===== config.mk =====
export PLATFORM = sky130hd
export DESIGN_NAME = fetch_stage_flat
export DESIGN_NICKNAME = d
export VERILOG_FILES = /design/src/rtl/fetch_pkg.sv /design/src/rtl/fetch_if.sv /design/src/rtl/fetch_fifo.sv /design/src/rtl/fetch_stage.sv /design/src/flat_wrapper.sv
export SDC_FILE = /design/constraint.sdc
export NUM_CORES = 1
export LEC_CHECK = 0
export CAP_MARGIN = 20
export CORE_MARGIN = 2
export CORE_UTILIZATION = 50
export DETAILED_ROUTE_END_ITERATION = 10
export PLACE_DENSITY = 0.8
export REMOVE_ABC_BUFFERS = 1
export SLEW_MARGIN = 25
export SYNTH_ARGS = -nofsm -noshare
export SYNTH_HDL_FRONTEND = slang
export SYNTH_HIERARCHICAL = 1
export SYNTH_SLANG_ARGS = --single-unit

===== constraint.sdc =====
create_clock -name clk -period 2.74 [get_ports clk]
set_input_delay 0.274 -clock clk [delete_from_list [all_inputs] [get_ports clk]]
set_output_delay 0.274 -clock clk [all_outputs]
set_load 0.005 [all_outputs]

===== src/rtl/fetch_pkg.sv =====
// Shared types and constants for the instruction-fetch stage.
// Widths, PC increment, default reset PC, FSM state and FIFO entry layout.
package fetch_pkg;

    localparam int unsigned INSTR_W = 32;
    localparam int unsigned PC_W    = 32;

    localparam logic [PC_W-1:0] PC_STEP          = 32'd4;
    localparam logic [PC_W-1:0] DEFAULT_RESET_PC = 32'h0000_0000;

    typedef enum logic [1:0] {
        StReq,
        StWait,
        StDrop,
        StHold
    } fetch_state_e;

    typedef struct packed {
        logic [PC_W-1:0]    pc;
        logic [INSTR_W-1:0] instr;
    } fetch_entry_t;

endpackage


===== src/rtl/fetch_if.sv =====
// Handshake bundle around the fetch stage: imem request/response, redirect and Decode channel.
// master = fetch stage side, slave = memory/redirect/Decode side.
interface fetch_if;
    import fetch_pkg::*;

    logic               imem_req_valid;
    logic               imem_req_ready;
    logic [PC_W-1:0]    imem_req_addr;
    logic               imem_rsp_valid;
    logic [INSTR_W-1:0] imem_rsp_data;
    logic               redirect_valid;
    logic [PC_W-1:0]    redirect_pc;
    logic               instr_valid;
    logic               instr_ready;
    logic [INSTR_W-1:0] instr;
    logic [PC_W-1:0]    instr_pc;

    modport master (
        output imem_req_valid, imem_req_addr, instr_valid, instr, instr_pc,
        input  imem_req_ready, imem_rsp_valid, imem_rsp_data, redirect_valid, redirect_pc,
               instr_ready
    );

    modport slave (
        input  imem_req_valid, imem_req_addr, instr_valid, instr, instr_pc,
        output imem_req_ready, imem_rsp_valid, imem_rsp_data, redirect_valid, redirect_pc,
               instr_ready
    );

endinterface


===== src/rtl/fetch_fifo.sv =====
// Synchronous instruction buffer of {pc, instr} entries; Depth must be a power of two.
// Flush dominates push; push and pop together are legal even when full.
module fetch_fifo
    import fetch_pkg::*;
#(
    parameter int unsigned Depth = 2
) (
    input  logic                       clk,
    input  logic                       rst_n,
    input  logic                       push_i,
    input  logic                       pop_i,
    input  logic                       flush_i,
    input  fetch_entry_t               wdata_i,
    output fetch_entry_t               rdata_o,
    output logic                       full_o,
    output logic                       empty_o,
    output logic [$clog2(Depth):0]     count_o
);

    localparam int unsigned PtrW = $clog2(Depth);
    localparam logic [PtrW-1:0] PtrOne  = PtrW'(1);
    localparam logic [PtrW:0]   CntOne  = (PtrW+1)'(1);
    localparam logic [PtrW:0]   CntFull = (PtrW+1)'(Depth);

    fetch_entry_t    mem_q [Depth];
    logic [PtrW-1:0] wr_ptr_q, wr_ptr_d;
    logic [PtrW-1:0] rd_ptr_q, rd_ptr_d;
    logic [PtrW:0]   count_q, count_d;
    logic            do_push, do_pop;

    assign full_o  = (count_q == CntFull);
    assign empty_o = (count_q == '0);
    assign count_o = count_q;
    assign rdata_o = mem_q[rd_ptr_q];

    assign do_pop  = pop_i && !empty_o;
    assign do_push = push_i && (!full_o || do_pop);

    always_comb begin
        wr_ptr_d = wr_ptr_q;
        rd_ptr_d = rd_ptr_q;
        count_d  = count_q;
        if (do_push) wr_ptr_d = wr_ptr_q + PtrOne;
        if (do_pop)  rd_ptr_d = rd_ptr_q + PtrOne;
        if (do_push && !do_pop) begin
            count_d = count_q + CntOne;
        end else if (!do_push && do_pop) begin
            count_d = count_q - CntOne;
        end
        if (flush_i) begin
            wr_ptr_d = '0;
            rd_ptr_d = '0;
            count_d  = '0;
        end
    end

    always_ff @(posedge clk or negedge rst_n) begin
        if (!rst_n) begin
            wr_ptr_q <= '0;
            rd_ptr_q <= '0;
            count_q  <= '0;
            for (int i = 0; i < Depth; i++) begin
                mem_q[i] <= '0;
            end
        end else begin
            wr_ptr_q <= wr_ptr_d;
            rd_ptr_q <= rd_ptr_d;
            count_q  <= count_d;
            if (do_push && !flush_i) mem_q[wr_ptr_q] <= wdata_i;
        end
    end

endmodule


===== src/rtl/fetch_stage.sv =====
// Instruction-fetch stage: single-outstanding imem requests, word buffer and redirect handling.
// Optional FETCH_PERF_EN adds fetched-word and redirect counters.
module fetch_stage
    import fetch_pkg::*;
#(
    parameter logic [PC_W-1:0] RESET_PC   = DEFAULT_RESET_PC,
    parameter int unsigned     FIFO_DEPTH = 2
) (
    input  logic        clk,
    input  logic        rst_n,
    fetch_if.master     bus
`ifdef FETCH_PERF_EN
    ,
    output logic [31:0] perf_fetch_cnt,
    output logic [31:0] perf_flush_cnt
`endif
);

    localparam int unsigned     CntW          = $clog2(FIFO_DEPTH) + 1;
    localparam logic [CntW-1:0] CntAlmostFull = CntW'(FIFO_DEPTH - 1);

    fetch_state_e    state_q, state_d;
    logic [PC_W-1:0] pc_q, pc_d;
    logic            started_q;

    logic            fifo_push, fifo_pop, fifo_flush;
    logic            fifo_full, fifo_empty;
    logic [CntW-1:0] fifo_count;
    fetch_entry_t    fifo_wdata, fifo_rdata;
    logic            req_fire, rsp_space;

    // Request is held off for the first cycle out of reset.
    assign bus.imem_req_valid = started_q && (state_q == StReq);
    assign bus.imem_req_addr  = pc_q;
    assign req_fire           = bus.imem_req_valid && bus.imem_req_ready;

    assign bus.instr_valid = !fifo_empty;
    assign bus.instr       = fifo_rdata.instr;
    assign bus.instr_pc    = fifo_rdata.pc;
    assign fifo_pop        = !fifo_empty && bus.instr_ready;
    assign fifo_wdata      = '{pc: pc_q, instr: bus.imem_rsp_data};

    // Space left after this cycle's push and any concurrent pop.
    assign rsp_space = fifo_pop ? !fifo_full : (fifo_count < CntAlmostFull);

    always_comb begin
        state_d    = state_q;
        pc_d       = pc_q;
        fifo_push  = 1'b0;
        fifo_flush = 1'b0;
        if (bus.redirect_valid) begin
            fifo_flush = 1'b1;
            pc_d       = bus.redirect_pc;
            unique case (state_q)
                StReq:  state_d = req_fire ? StDrop : StReq;
                StWait: state_d = bus.imem_rsp_valid ? StReq : StDrop;
                StDrop: state_d = StDrop;
                StHold: state_d = StReq;
            endcase
        end else begin
            unique case (state_q)
                StReq: begin
                    if (req_fire) state_d = StWait;
                end
                StWait: begin
                    if (bus.imem_rsp_valid) begin
                        fifo_push = 1'b1;
                        pc_d      = pc_q + PC_STEP;
                        state_d   = rsp_space ? StReq : StHold;
                    end
                end
                StDrop: begin
                    if (bus.imem_rsp_valid) state_d = StReq;
                end
                StHold: begin
                    if (!fifo_full) state_d = StReq;
                end
            endcase
        end
    end

    always_ff @(posedge clk or negedge rst_n) begin
        if (!rst_n) begin
            state_q   <= StReq;
            pc_q      <= RESET_PC;
            started_q <= 1'b0;
        end else begin
            state_q   <= state_d;
            pc_q      <= pc_d;
            started_q <= 1'b1;
        end
    end

    fetch_fifo #(
        .Depth (FIFO_DEPTH)
    ) u_fifo (
        .clk     (clk),
        .rst_n   (rst_n),
        .push_i  (fifo_push),
        .pop_i   (fifo_pop),
        .flush_i (fifo_flush),
        .wdata_i (fifo_wdata),
        .rdata_o (fifo_rdata),
        .full_o  (fifo_full),
        .empty_o (fifo_empty),
        .count_o (fifo_count)
    );

`ifdef FETCH_PERF_EN
    logic [31:0] perf_fetch_q, perf_flush_q;

    always_ff @(posedge clk or negedge rst_n) begin
        if (!rst_n) begin
            perf_fetch_q <= '0;
            perf_flush_q <= '0;
        end else begin
            if (fifo_push)          perf_fetch_q <= perf_fetch_q + 32'd1;
            if (bus.redirect_valid) perf_flush_q <= perf_flush_q + 32'd1;
        end
    end

    assign perf_fetch_cnt = perf_fetch_q;
    assign perf_flush_cnt = perf_flush_q;
`endif

endmodule


===== src/flat_wrapper.sv =====
// flat-port wrapper written by rule: the top's interface ports become plain ports
module fetch_stage_flat import fetch_pkg::*;
#(
    parameter logic [PC_W-1:0] RESET_PC   = DEFAULT_RESET_PC,
    parameter int unsigned     FIFO_DEPTH = 2
)
  (clk, rst_n, bus_imem_req_valid, bus_imem_req_addr, bus_instr_valid, bus_instr, bus_instr_pc, bus_imem_req_ready, bus_imem_rsp_valid, bus_imem_rsp_data, bus_redirect_valid, bus_redirect_pc, bus_instr_ready);
  fetch_if bus_i ();
  input  logic clk;
  input  logic rst_n;
  output wire logic [$bits(bus_i.imem_req_valid)-1:0] bus_imem_req_valid;
  output wire logic [$bits(bus_i.imem_req_addr)-1:0] bus_imem_req_addr;
  output wire logic [$bits(bus_i.instr_valid)-1:0] bus_instr_valid;
  output wire logic [$bits(bus_i.instr)-1:0] bus_instr;
  output wire logic [$bits(bus_i.instr_pc)-1:0] bus_instr_pc;
  input wire logic [$bits(bus_i.imem_req_ready)-1:0] bus_imem_req_ready;
  input wire logic [$bits(bus_i.imem_rsp_valid)-1:0] bus_imem_rsp_valid;
  input wire logic [$bits(bus_i.imem_rsp_data)-1:0] bus_imem_rsp_data;
  input wire logic [$bits(bus_i.redirect_valid)-1:0] bus_redirect_valid;
  input wire logic [$bits(bus_i.redirect_pc)-1:0] bus_redirect_pc;
  input wire logic [$bits(bus_i.instr_ready)-1:0] bus_instr_ready;
  assign bus_imem_req_valid = bus_i.imem_req_valid;
  assign bus_imem_req_addr = bus_i.imem_req_addr;
  assign bus_instr_valid = bus_i.instr_valid;
  assign bus_instr = bus_i.instr;
  assign bus_instr_pc = bus_i.instr_pc;
  assign bus_i.imem_req_ready = bus_imem_req_ready;
  assign bus_i.imem_rsp_valid = bus_imem_rsp_valid;
  assign bus_i.imem_rsp_data = bus_imem_rsp_data;
  assign bus_i.redirect_valid = bus_redirect_valid;
  assign bus_i.redirect_pc = bus_redirect_pc;
  assign bus_i.instr_ready = bus_instr_ready;
  fetch_stage #(.RESET_PC(RESET_PC), .FIFO_DEPTH(FIFO_DEPTH)) u_core (.clk(clk), .rst_n(rst_n), .bus(bus_i));
endmodule

==> results.md <==
- After layout, the design draws a total of 7.37 mW.
- TritonCTS created 17 clock buffers.
- The leading register cell type out of synthesis is dfrtp_1.
- The via count of the first global-routing pass is 5795.
- The flow ran to the end, and the final reports show no timing, DRC or antenna violations.
- Pin placement for this block handled 168 I/O pins.
- Setup repair after global routing left no endpoint under its margin.
- By instance count, the leading cell after synthesis is dfrtp_1.
- The worst hold margin is 0.413 ns.
- The CTS sink count is 167.
- After routing, the total negative slack on setup checks comes to 0 ns.
- The detail route stage leaves a number of antenna-violating nets equal to 0.
- In this run the cell area of the synthesized design comes to 7980 µm².
- At the end of the flow, the number of nets in the layout was 839.
- Ranked by instance count, the synthesized netlist is headed by dfrtp_1 (167), mux2_2 (146), mux2_4 (49), nand2_1 (27).
- For this run, the detailed router's first-pass iteration total came to 5.
- The count of cells in the finished layout, fillers not included, comes to 996.
- For this design the static power due to leakage is 4.77 nW.
- The number of pins with negative max-slew slack in the final report is 0.
- By area the synthesized netlist is led by dfrtp_1 (52%), mux2_2 (21%), mux2_4 (9.2%).
- After synthesis the netlist holds a flip-flop and latch count of 167.
- The overall routed net length is 18.8 mm.
- The fraction of the core area covered by cells at the end of the flow is 66.9%.
- The initial DRC count is 409.
- Of all nets on the critical path, the largest fanout is 40.
- STA classifies the critical path startpoint as a flop.
- The setup violation total in the final timing report is 0.
- The required time at the endpoint of the critical path is 2.47 ns.
- The actual slew at the worst max-slew pin is 0.656 ns.
- The total grt overflow is 0.
- The count of flip-flops with a built-in enable after synthesis is 0.
- Between clock sinks in the finished design, the worst skew comes to 0.00500 ns.
- The headroom to the max-slew limit is 56.3%.
- Subtracting the final worst setup slack from the clock period gives 2.47 ns.
- The effective utilization at floorplan is 50.8%.
- After layout, the worst setup slack is 0.274 ns.
- The power per standard cell area is 701 nW/µm².
- At the later pin of the worst-skew pair, clock insertion delay measures 0.42 ns.
- The routed wire length per instance is 18.8 µm.
- In the routed layout, each cell is associated on average with a via count of 5.61.
- Including well taps, the total number of placed cells is 964.
- CTS placed an instance of clkbuf_16 at the clock tree root.
- Across every metal layer, demand over resource in global routing totals 22.7%.
- Entering global routing, the biggest net connects 70 pins.
- The routability-driven placement congestion ratio is 0.867.
- For this run, the register share of the synthesized area comes to 52.4%.
- Summing all non-filler instances in the final layout gives an area of 10500 µm².
- The maximum count of clock buffers along a single path is 2.
- At the worst endpoint, the arrival time is 2.19 ns.
- The first global-routing pass estimated 29.9 mm of wire.
- The number of distinct standard cells referenced by the synthesized netlist is 44.
- The number of endpoints with negative hold slack in the final report is 0.
- The clock tree from TritonCTS is built.
- The number of antenna violations at the first check in global routing was 0.
- The die width is 130 µm.
- Of all cell types, the one taking the most synthesized area is dfrtp_1.
- Across the VDD grid, the largest voltage drop is 0.000468 V.
- The critical path start-end classification is flop to primary output.
- The post-cts resize count is 0.
- The antenna diode count is 0.
- The floorplan step defined a die boundary enclosing 17000 µm².
- The placed wire-length estimate is 12.6 mm.
- The chip height is 130 µm.
- Across the run, the number of max-cap violations was 0.
- Static timing analysis puts the maximum clock frequency at 405 MHz.
- Clock-pin slew was measured on the worst setup and hold paths at 0.06 ns.
- After technology mapping, the gate count stands at 600.
- The floorplan has 46 rows.
- The share of the cycle needed by the critical path after routing is 90.0%.
- The fraction of registers with async set or reset after synthesis is 100%.
- STA classifies the critical path endpoint as a primary output.
- The layout-stage area growth over the synthesis result is 31.8%.
- The fraction of final layout cells with drive strength greater than 1 is 31.4%.
- The pre-CTS worst setup slack is 0.281 ns.
- The cell area after placement is 9920 µm².
- The final route contains 5586 vias.
- The number of DRC violations after detailed routing is 0.
- The total of buffers placed on input and output ports is 167.
- The H-tree depth is 4.
- The area fraction of the dominant cell type after synthesis is 52.4%.
- A synthesized cell averages 13.3 µm².
- The core footprint is 15700 µm².
- The class of the worst hold path is input port to asynchronous set/reset pin.
- For the worst flop-to-flop path, the logic depth is 6.
- The yosys synthesis warning count is 6.
-- area by class of cell --
type                            count  area [µm²]
Clock inverter                      9         125
Clock buffer                       22         464
Inverter                            4        15.0
Fill cell                        1130        5200
Multi-Input combinational cell    396        3610
Timing Repair Buffer              182        1850
Tap cell                          216         270
Sequential cell                   167        4180
-- flip-flops by register name, indices dropped and copies added (netlist names) --
| name | flops |
|---|---|
| u_core/u_fifo/rd_ptr_q | 1 |
| u_core/u_fifo/count_o | 2 |
| u_core/bus.imem_req_addr | 32 |
| u_core/started_q | 1 |
| u_core/u_fifo/wr_ptr_q | 1 |
| u_core/u_fifo/mem_q | 128 |
| u_core/state_q | 2 |
-- worst paths after layout --
kind                                                           start                                      end  slack [ns]
worst max-delay path              u_core/u_fifo/rd_ptr_q$_DFFE_PN0P_                         bus_instr_pc[25]        0.27
worst min-delay path                                           rst_n      u_core/u_fifo/mem_q[77]$_DFFE_PN0P_        0.41
worst max register to register  u_core/u_fifo/count_o[1]$_DFFE_PN0P_      u_core/u_fifo/mem_q[81]$_DFFE_PN0P_        0.47
worst min register to register    u_core/u_fifo/mem_q[1]$_DFFE_PN0P_       u_core/u_fifo/mem_q[1]$_DFFE_PN0P_        0.50
max in group asynchronous                                      rst_n     u_core/u_fifo/mem_q[102]$_DFFE_PN0P_        1.54
min in group clk                                  bus_redirect_pc[4]  u_core/bus.imem_req_addr[4]$_DFFE_PN0P_        0.42
-- what timing repair did --
action / CTS / global route
hold buffers: 1 / 0
endpoints found under the hold margin: 66 / 0
buffers inserted: 0 / 0
-- metal layers --
layer  vias up  GRT usage, %  share of wire (%)  wire length, µm
li1       2545             -                  -                -
met1      2814          30.2                 45             8380
met2       194          35.8                 47             8810
met3        33          5.70                6.2             1170
met4         0          9.32                2.2              412
met5         -             0                  0                0
-- cell usage in the layout (no fill, tap or decap), drive strengths merged, types with 2 or more instances in the layout --
cell and count:
nand2b 3, nor3 4, mux2 195, buf 15, clkdlybuf4s50 166, xnor2 5
clkbuf 22, clkinv 4, nand3 17, a22oi 2, o211ai 7, nor3b 2
and4 4, a21oi 4, bufinv 3, and3 5, and2 3, a211oi 2
o31ai 10, or3 10, nor2 17, nand4 8, inv 4, nand2 27
nor2b 7, o21ai 17, or4 13, xor2 5, dfrtp 167, clkinvlp 2
mux2i 2, a31oi 15
-- where the power goes --
| group | total [mW] | leakage, nW | internal [mW] | switching, mW |
|---|---|---|---|---|
| Clock | 2.41 | 0.286 | 1.47 | 0.938 |
| Sequential | 3.11 | 2.20 | 2.83 | 0.277 |
| Combinational | 1.85 | 2.28 | 1.30 | 0.553 |
-- worst max-delay path, stage by stage, from the launching register on --
cell	delay, ns
dfrtp_2	0.58
buf_12	0.29
mux2_2	0.37
clkdlybuf4s50_1	0.49
-- logic make-up after synthesis --
family / after synthesis / share of synthesized area [%]
AO/OA/AOI/OAI: 62 / 4.97
XOR/XNOR: 10 / 1.10
adder cells (fa/ha/maj): 1 / 0.157
buffers and inverters: 37 / 2.48
flip-flops: 167 / 52.4
multiplexers: 197 / 30.1
other: 1 / 0.0470
AND/OR/NAND/NOR: 125 / 8.81
Power figures use the tool's default switching activity.
